===== src/rtl/cache_defs.sv =====
// Shared definitions for the cache-side system bus.
// Encodings for bus direction, grant owner and arbiter FSM state.
package cache_defs;

  localparam logic RW_READ  = 1'b1;
  localparam logic RW_WRITE = 1'b0;

  localparam logic GRANT_I = 1'b0;
  localparam logic GRANT_D = 1'b1;

  localparam int DEF_WAIT_STATES = 2;

  typedef enum logic [1:0] {
    ST_IDLE   = 2'd0,
    ST_ACCESS = 2'd1,
    ST_DONE   = 2'd2
  } state_t;

endpackage


===== src/rtl/rr_pick2.sv =====
// Two-way round-robin pick between icache and dcache.
// On a tie the side that did not win last time is chosen.
module rr_pick2
  import cache_defs::*;
(
  input  logic req_i,
  input  logic req_d,
  input  logic last_grant,
  output logic valid,
  output logic grant
);

  // Combinational winner selection
  always_comb begin
    valid = req_i | req_d;
    grant = GRANT_I;
    if (req_i && req_d) begin
      grant = ~last_grant;
    end else if (req_d) begin
      grant = GRANT_D;
    end
  end

endmodule


===== src/rtl/sys_bus_arbiter.sv =====
// Shares the system memory port between icache and dcache.
// Fixed-latency access, one-cycle Ready back to the winner.
module sys_bus_arbiter
  import cache_defs::*;
#(
  parameter int WAIT_STATES = DEF_WAIT_STATES,
  parameter int AW          = 32,
  parameter int DW          = 32
) (
  input  logic          clock,
  input  logic          reset,
  input  logic          IStrobe,
  input  logic [AW-1:0] IAddress,
  output logic          IReady,
  output logic [DW-1:0] IRdata,
  input  logic          DStrobe,
  input  logic          DRw,
  input  logic [AW-1:0] DAddress,
  input  logic [DW-1:0] DWdata,
  output logic          DReady,
  output logic [DW-1:0] DRdata,
  output logic          MemStrobe,
  output logic          MemRW,
  output logic [AW-1:0] MemAddress,
  output logic [DW-1:0] MemWdata,
  input  logic [DW-1:0] MemRdata,
  output logic          Grant
);

  localparam int CW = (WAIT_STATES < 1) ? 1
                    : $clog2(WAIT_STATES + 1);
  localparam logic [CW-1:0] CNT_LOAD =
    CW'(WAIT_STATES - 1);

  state_t        state;
  logic [CW-1:0] cnt;
  logic          last_grant;
  logic          pick_valid;
  logic          pick_grant;

  rr_pick2 u_pick (
    .req_i      (IStrobe),
    .req_d      (DStrobe),
    .last_grant (last_grant),
    .valid      (pick_valid),
    .grant      (pick_grant)
  );

  // Arbiter FSM with all bus outputs registered
  always_ff @(posedge clock) begin
    if (reset) begin
      state      <= ST_IDLE;
      cnt        <= '0;
      last_grant <= GRANT_D;
      Grant      <= GRANT_I;
      MemStrobe  <= 1'b0;
      MemRW      <= RW_READ;
      MemAddress <= '0;
      MemWdata   <= '0;
      IReady     <= 1'b0;
      DReady     <= 1'b0;
      IRdata     <= '0;
      DRdata     <= '0;
    end else begin
      unique case (state)
        ST_IDLE: begin
          IReady <= 1'b0;
          DReady <= 1'b0;
          if (pick_valid) begin
            state      <= ST_ACCESS;
            cnt        <= CNT_LOAD;
            MemStrobe  <= 1'b1;
            Grant      <= pick_grant;
            last_grant <= pick_grant;
            if (pick_grant == GRANT_D) begin
              MemRW      <= DRw;
              MemAddress <= DAddress;
              MemWdata   <= DWdata;
            end else begin
              MemRW      <= RW_READ;
              MemAddress <= IAddress;
            end
          end
        end
        ST_ACCESS: begin
          if (cnt == '0) begin
            state     <= ST_DONE;
            MemStrobe <= 1'b0;
            if (Grant == GRANT_D) begin
              DReady <= 1'b1;
              if (MemRW == RW_READ) begin
                DRdata <= MemRdata;
              end
            end else begin
              IReady <= 1'b1;
              IRdata <= MemRdata;
            end
          end else begin
            cnt <= cnt - 1'b1;
          end
        end
        ST_DONE: begin
          state  <= ST_IDLE;
          IReady <= 1'b0;
          DReady <= 1'b0;
        end
        default: begin
          state     <= ST_IDLE;
          MemStrobe <= 1'b0;
          IReady    <= 1'b0;
          DReady    <= 1'b0;
        end
      endcase
    end
  end

endmodule


===== config.mk =====
export PLATFORM = sky130hd
export DESIGN_NAME = sys_bus_arbiter
export DESIGN_NICKNAME = d
export VERILOG_FILES = /design/src/rtl/cache_defs.sv /design/src/rtl/rr_pick2.sv /design/src/rtl/sys_bus_arbiter.sv
export SDC_FILE = /design/constraint.sdc
export NUM_CORES = 1
export LEC_CHECK = 0
export CORE_ASPECT_RATIO = 0.7
export CORE_UTILIZATION = 38
export CTS_CLUSTER_DIAMETER = 200
export DETAILED_ROUTE_END_ITERATION = 10
export HOLD_SLACK_MARGIN = 0.02
export PLACE_DENSITY = 0.85
export SETUP_SLACK_MARGIN = 0.02
export SLEW_MARGIN = 20
export SYNTH_ARGS = -nofsm -noshare
export SYNTH_HDL_FRONTEND = slang
export SYNTH_SLANG_ARGS = --single-unit

===== constraint.sdc =====
create_clock -name clock -period 1.5 [get_ports clock]
set_clock_uncertainty 0.15 [all_clocks]
set_input_delay 0.15 -clock clock [delete_from_list [all_inputs] [get_ports clock]]
set_output_delay 0.15 -clock clock [all_outputs]
set_load 0.05 [all_outputs]

==> impl_metrics.json <==
{
  "synth-compound-area-share_pct": 21.8,
  "holdPathEnd": "MemWdata[1]",
  "dp_slack_ns": -0.285,
  "critPathLaunchType": "flip-flop",
  "avgSynthCellArea_um2": 8.97,
  "min_path_cells": 3,
  "ys_seq_area_share_pct": 46.6,
  "fin_nets": 1068,
  "initialDrtViolationCount": 241,
  "reg2reg_depth": 7,
  "fp.dieW_um": 151,
  "syn_inst": 660,
  "min_period_ns": 1.50,
  "muxShareOfSynthArea_pct": 5.41,
  "synth.area.top_cells": "dfxtp_1 (47%), a21oi_1 (8.6%), nand2_1 (8.3%)",
  "dp_hpwl_mm": 13.9,
  "min_path_type": "primary input to flip-flop",
  "status": "finished, final reports clean",
  "start_util_pct": 39.6,
  "cts-htree-levels": 4,
  "first_global_vias": 5878,
  "maxSlewViolCount": 0,
  "p_leak_nw": 4.21,
  "grt_antenna_before_repair": 0,
  "rsz0062_at_grt": "yes",
  "area_growth_syn_to_layout_pct": 91.2,
  "synthArstFlopShare_pct": 0,
  "num_antenna_cells": 0,
  "worstReg2RegStart": "state[0]",
  "ant_nets": 0,
  "dr.pass1.iters": 5,
  "grt_max_degree": 68,
  "drv_cap": 0,
  "rows": 37,
  "drive_gt1_share_pct": 32.3,
  "layout.cells.non_filler": 1139,
  "cts_buffer_depth": 2,
  "viasPerCell": 5.26,
  "slew_headroom_pct": 76.2,
  "cts_tree": "built",
  "clock-sinks": 138,
  "drc": 0,
  "min_from": "DWdata[1]",
  "io_buffers": 265,
  "synth_cell_types": 34,
  "wl_mm": 20.7,
  "worstReg2RegEnd": "MemWdata[11]",
  "crit_arrival_ns": 1.68,
  "root_buffer": "clkbuf_16",
  "yosys.area_share.simple_pct": 19.7,
  "setup_viol": 0,
  "synth_top_family_by_area": "compound AO/OA/AOI/OAI gates",
  "ir_drop_mv": 0.724,
  "clock_latency_ns": 0.41,
  "nFillCells": 944,
  "drt-wirelength-per-cell_um": 18.2,
  "synth_ff_type": "dfxtp_1",
  "tightest_slew_ns": 0.357,
  "ys_seq_elements": 138,
  "fmax_mhz": 667,
  "setup_ws_ns": 0.000370,
  "yosysWarnings": 0,
  "synthXorXnorAreaFrac_pct": 0,
  "syn_area_um2": 5920,
  "dieArea_um2": 16100,
  "critPathMaxFanout": 10,
  "timing.final.crit_share_pct": 100,
  "io_pins": 266,
  "grt_pass1_wl_mm": 30.3,
  "clk_pin_slew_ns": 0.06,
  "synth_top_cell_area_share_pct": 46.6,
  "grt_overflow": 0,
  "crit_required_ns": 1.68,
  "fp.coreArea_um2": 15000,
  "vias": 5991,
  "numCtsBuffers": 17,
  "final-hold-violation-count": 0,
  "place_congestion": 0.831,
  "tns_ns": 0,
  "die_h_um": 106,
  "synth_area_leader_cell": "dfxtp_1",
  "r2r_slack_ns": 0.0004,
  "end_kind": "flip-flop",
  "power.density_nw_per_um2": 1080,
  "place_inst": 1094,
  "synth_edf_count": 0,
  "synth-adder-area-share_pct": 0.422,
  "synth_fp_nets": 795,
  "criticalPathCategory": "flip-flop to flip-flop",
  "grt_use_total_pct": 24.2
}
-- power by group --
group / leakage (nW) / switching, W / internal [W]
registers: 1.13 / 0.000315 / 0.00395
clock network: 0.263 / 0.00161 / 0.00234
logic: 2.81 / 0.00206 / 0.00201
total: 4.21 / 0.00398 / 0.00830
-- metal layers --
| layer | GRT usage [%] | up-vias | wire (µm) |
|---|---|---|---|
| li1 | - | 2836 | - |
| met1 | 28.2 | 2875 | 8240 |
| met2 | 41.2 | 246 | 10300 |
| met3 | 8.41 | 34 | 1670 |
| met4 | 7.93 | 0 | 448 |
| met5 | 0 | - | 0 |
-- worst max path at each step --
stage	from	to	slack, ns	cells after the start
after floorplan	Grant	IRdata[10]	-0.04	5
after global placement	IStrobe	MemWdata[27]	-0.23	6
after detailed placement	IStrobe	MemAddress[31]	-0.29	6
after CTS	cnt[0]	DRdata[27]	-0.05	8
after global routing	cnt[0]	IRdata[9]	-0.07	6
final	state[0]	MemWdata[11]	0.0004	7
-- registers in the layout (all words and copies together), names as in the netlist --
name and count:
Grant 1, MemRW 1, last_grant 1, state 2, IRdata 32, cnt 2
DRdata 32, MemStrobe 1, MemAddress 32, IReady 1, MemWdata 32, DReady 1
-- synthesized netlist by cell type (2+ instances only) --
master	n
a21oi_1	102
a311oi_1	2
a311oi_2	30
buf_1	6
buf_2	11
buf_4	5
buf_6	8
clkbuf_1	37
dfxtp_1	138
ha_1	2
inv_1	3
mux2i_1	32
nand2_1	131
nand2b_1	65
nand3_1	33
nor2_1	3
nor3_1	3
nor3b_1	2
o31ai_1	32
-- cells by family after synthesis --
group	Yosys count
buf+inv	70
compound gates	174
fa+ha+maj	2
flops	138
simple gates	244
mux	32
-- cells in the final DEF (no fill, tap or decap), types with 2 or more instances in the layout --
cell type,synthesis,layout
nor2_4,1,2
clkdlybuf4s50_1,0,131
nand3_1,33,30
ha_4,0,2
a311oi_2,30,30
nor2_1,3,3
nand2b_1,65,64
dfxtp_1,138,131
mux2i_1,32,30
a21oi_2,0,23
mux2i_2,0,2
inv_4,0,2
clkinv_2,0,4
nand2_1,131,129
o31ai_1,32,28
o31ai_2,0,4
nand3_2,0,2
buf_4,5,29
nor3_1,3,3
dfxtp_2,0,6
nand2_4,0,2
a311oi_1,2,2
clkinvlp_4,0,4
clkbuf_8,0,2
buf_12,0,150
clkbuf_16,0,21
buf_6,8,6
a21oi_1,102,79
-- stage by stage --
step	cell area, µm²	util [%]	hold slack (ns)	power, W
finish	11300	75.7	0.150	0.0123
detailed placement	10300	69.0	0.324	0.00811
global placement	10300	69.0	0.318	0.00804
CTS	11100	74.0	0.131	0.0121
global route	11300	75.7	0.133	0.0127
floorplan	5930	-	0.136	0.00609
-- cell type report --
class	instances	area [µm²]	share of cell area, %
inverter	3	16.3	0.144
timing repair buffer	321	4710	41.6
clock inverter	11	97.6	0.862
sequential	138	2770	24.5
clock buffer	19	453	4.00
multi-input combinational	452	3030	26.8
tap	195	244	2.15
-- worst max-delay path: stages (launching register included) --
cell	delay [ns]
dfxtp_2	0.33
buf_6	0.12
nor2_4	0.14
buf_12	0.14
buf_6	0.12
buf_12	0.12
nand3_1	0.10
a21oi_1	0.19
-- what timing repair did --
item / in CTS / in global routing
gates cloned: 2 / 5
setup endpoints to repair: 89 / 113
pin swaps: 3 / 6
hold endpoints to repair: 8 / 0
buffers inserted: 6 / 4
hold buffers: 1 / 0
resized for setup: 19 / 44
Note: power is estimated with default switching activity, not from simulation.
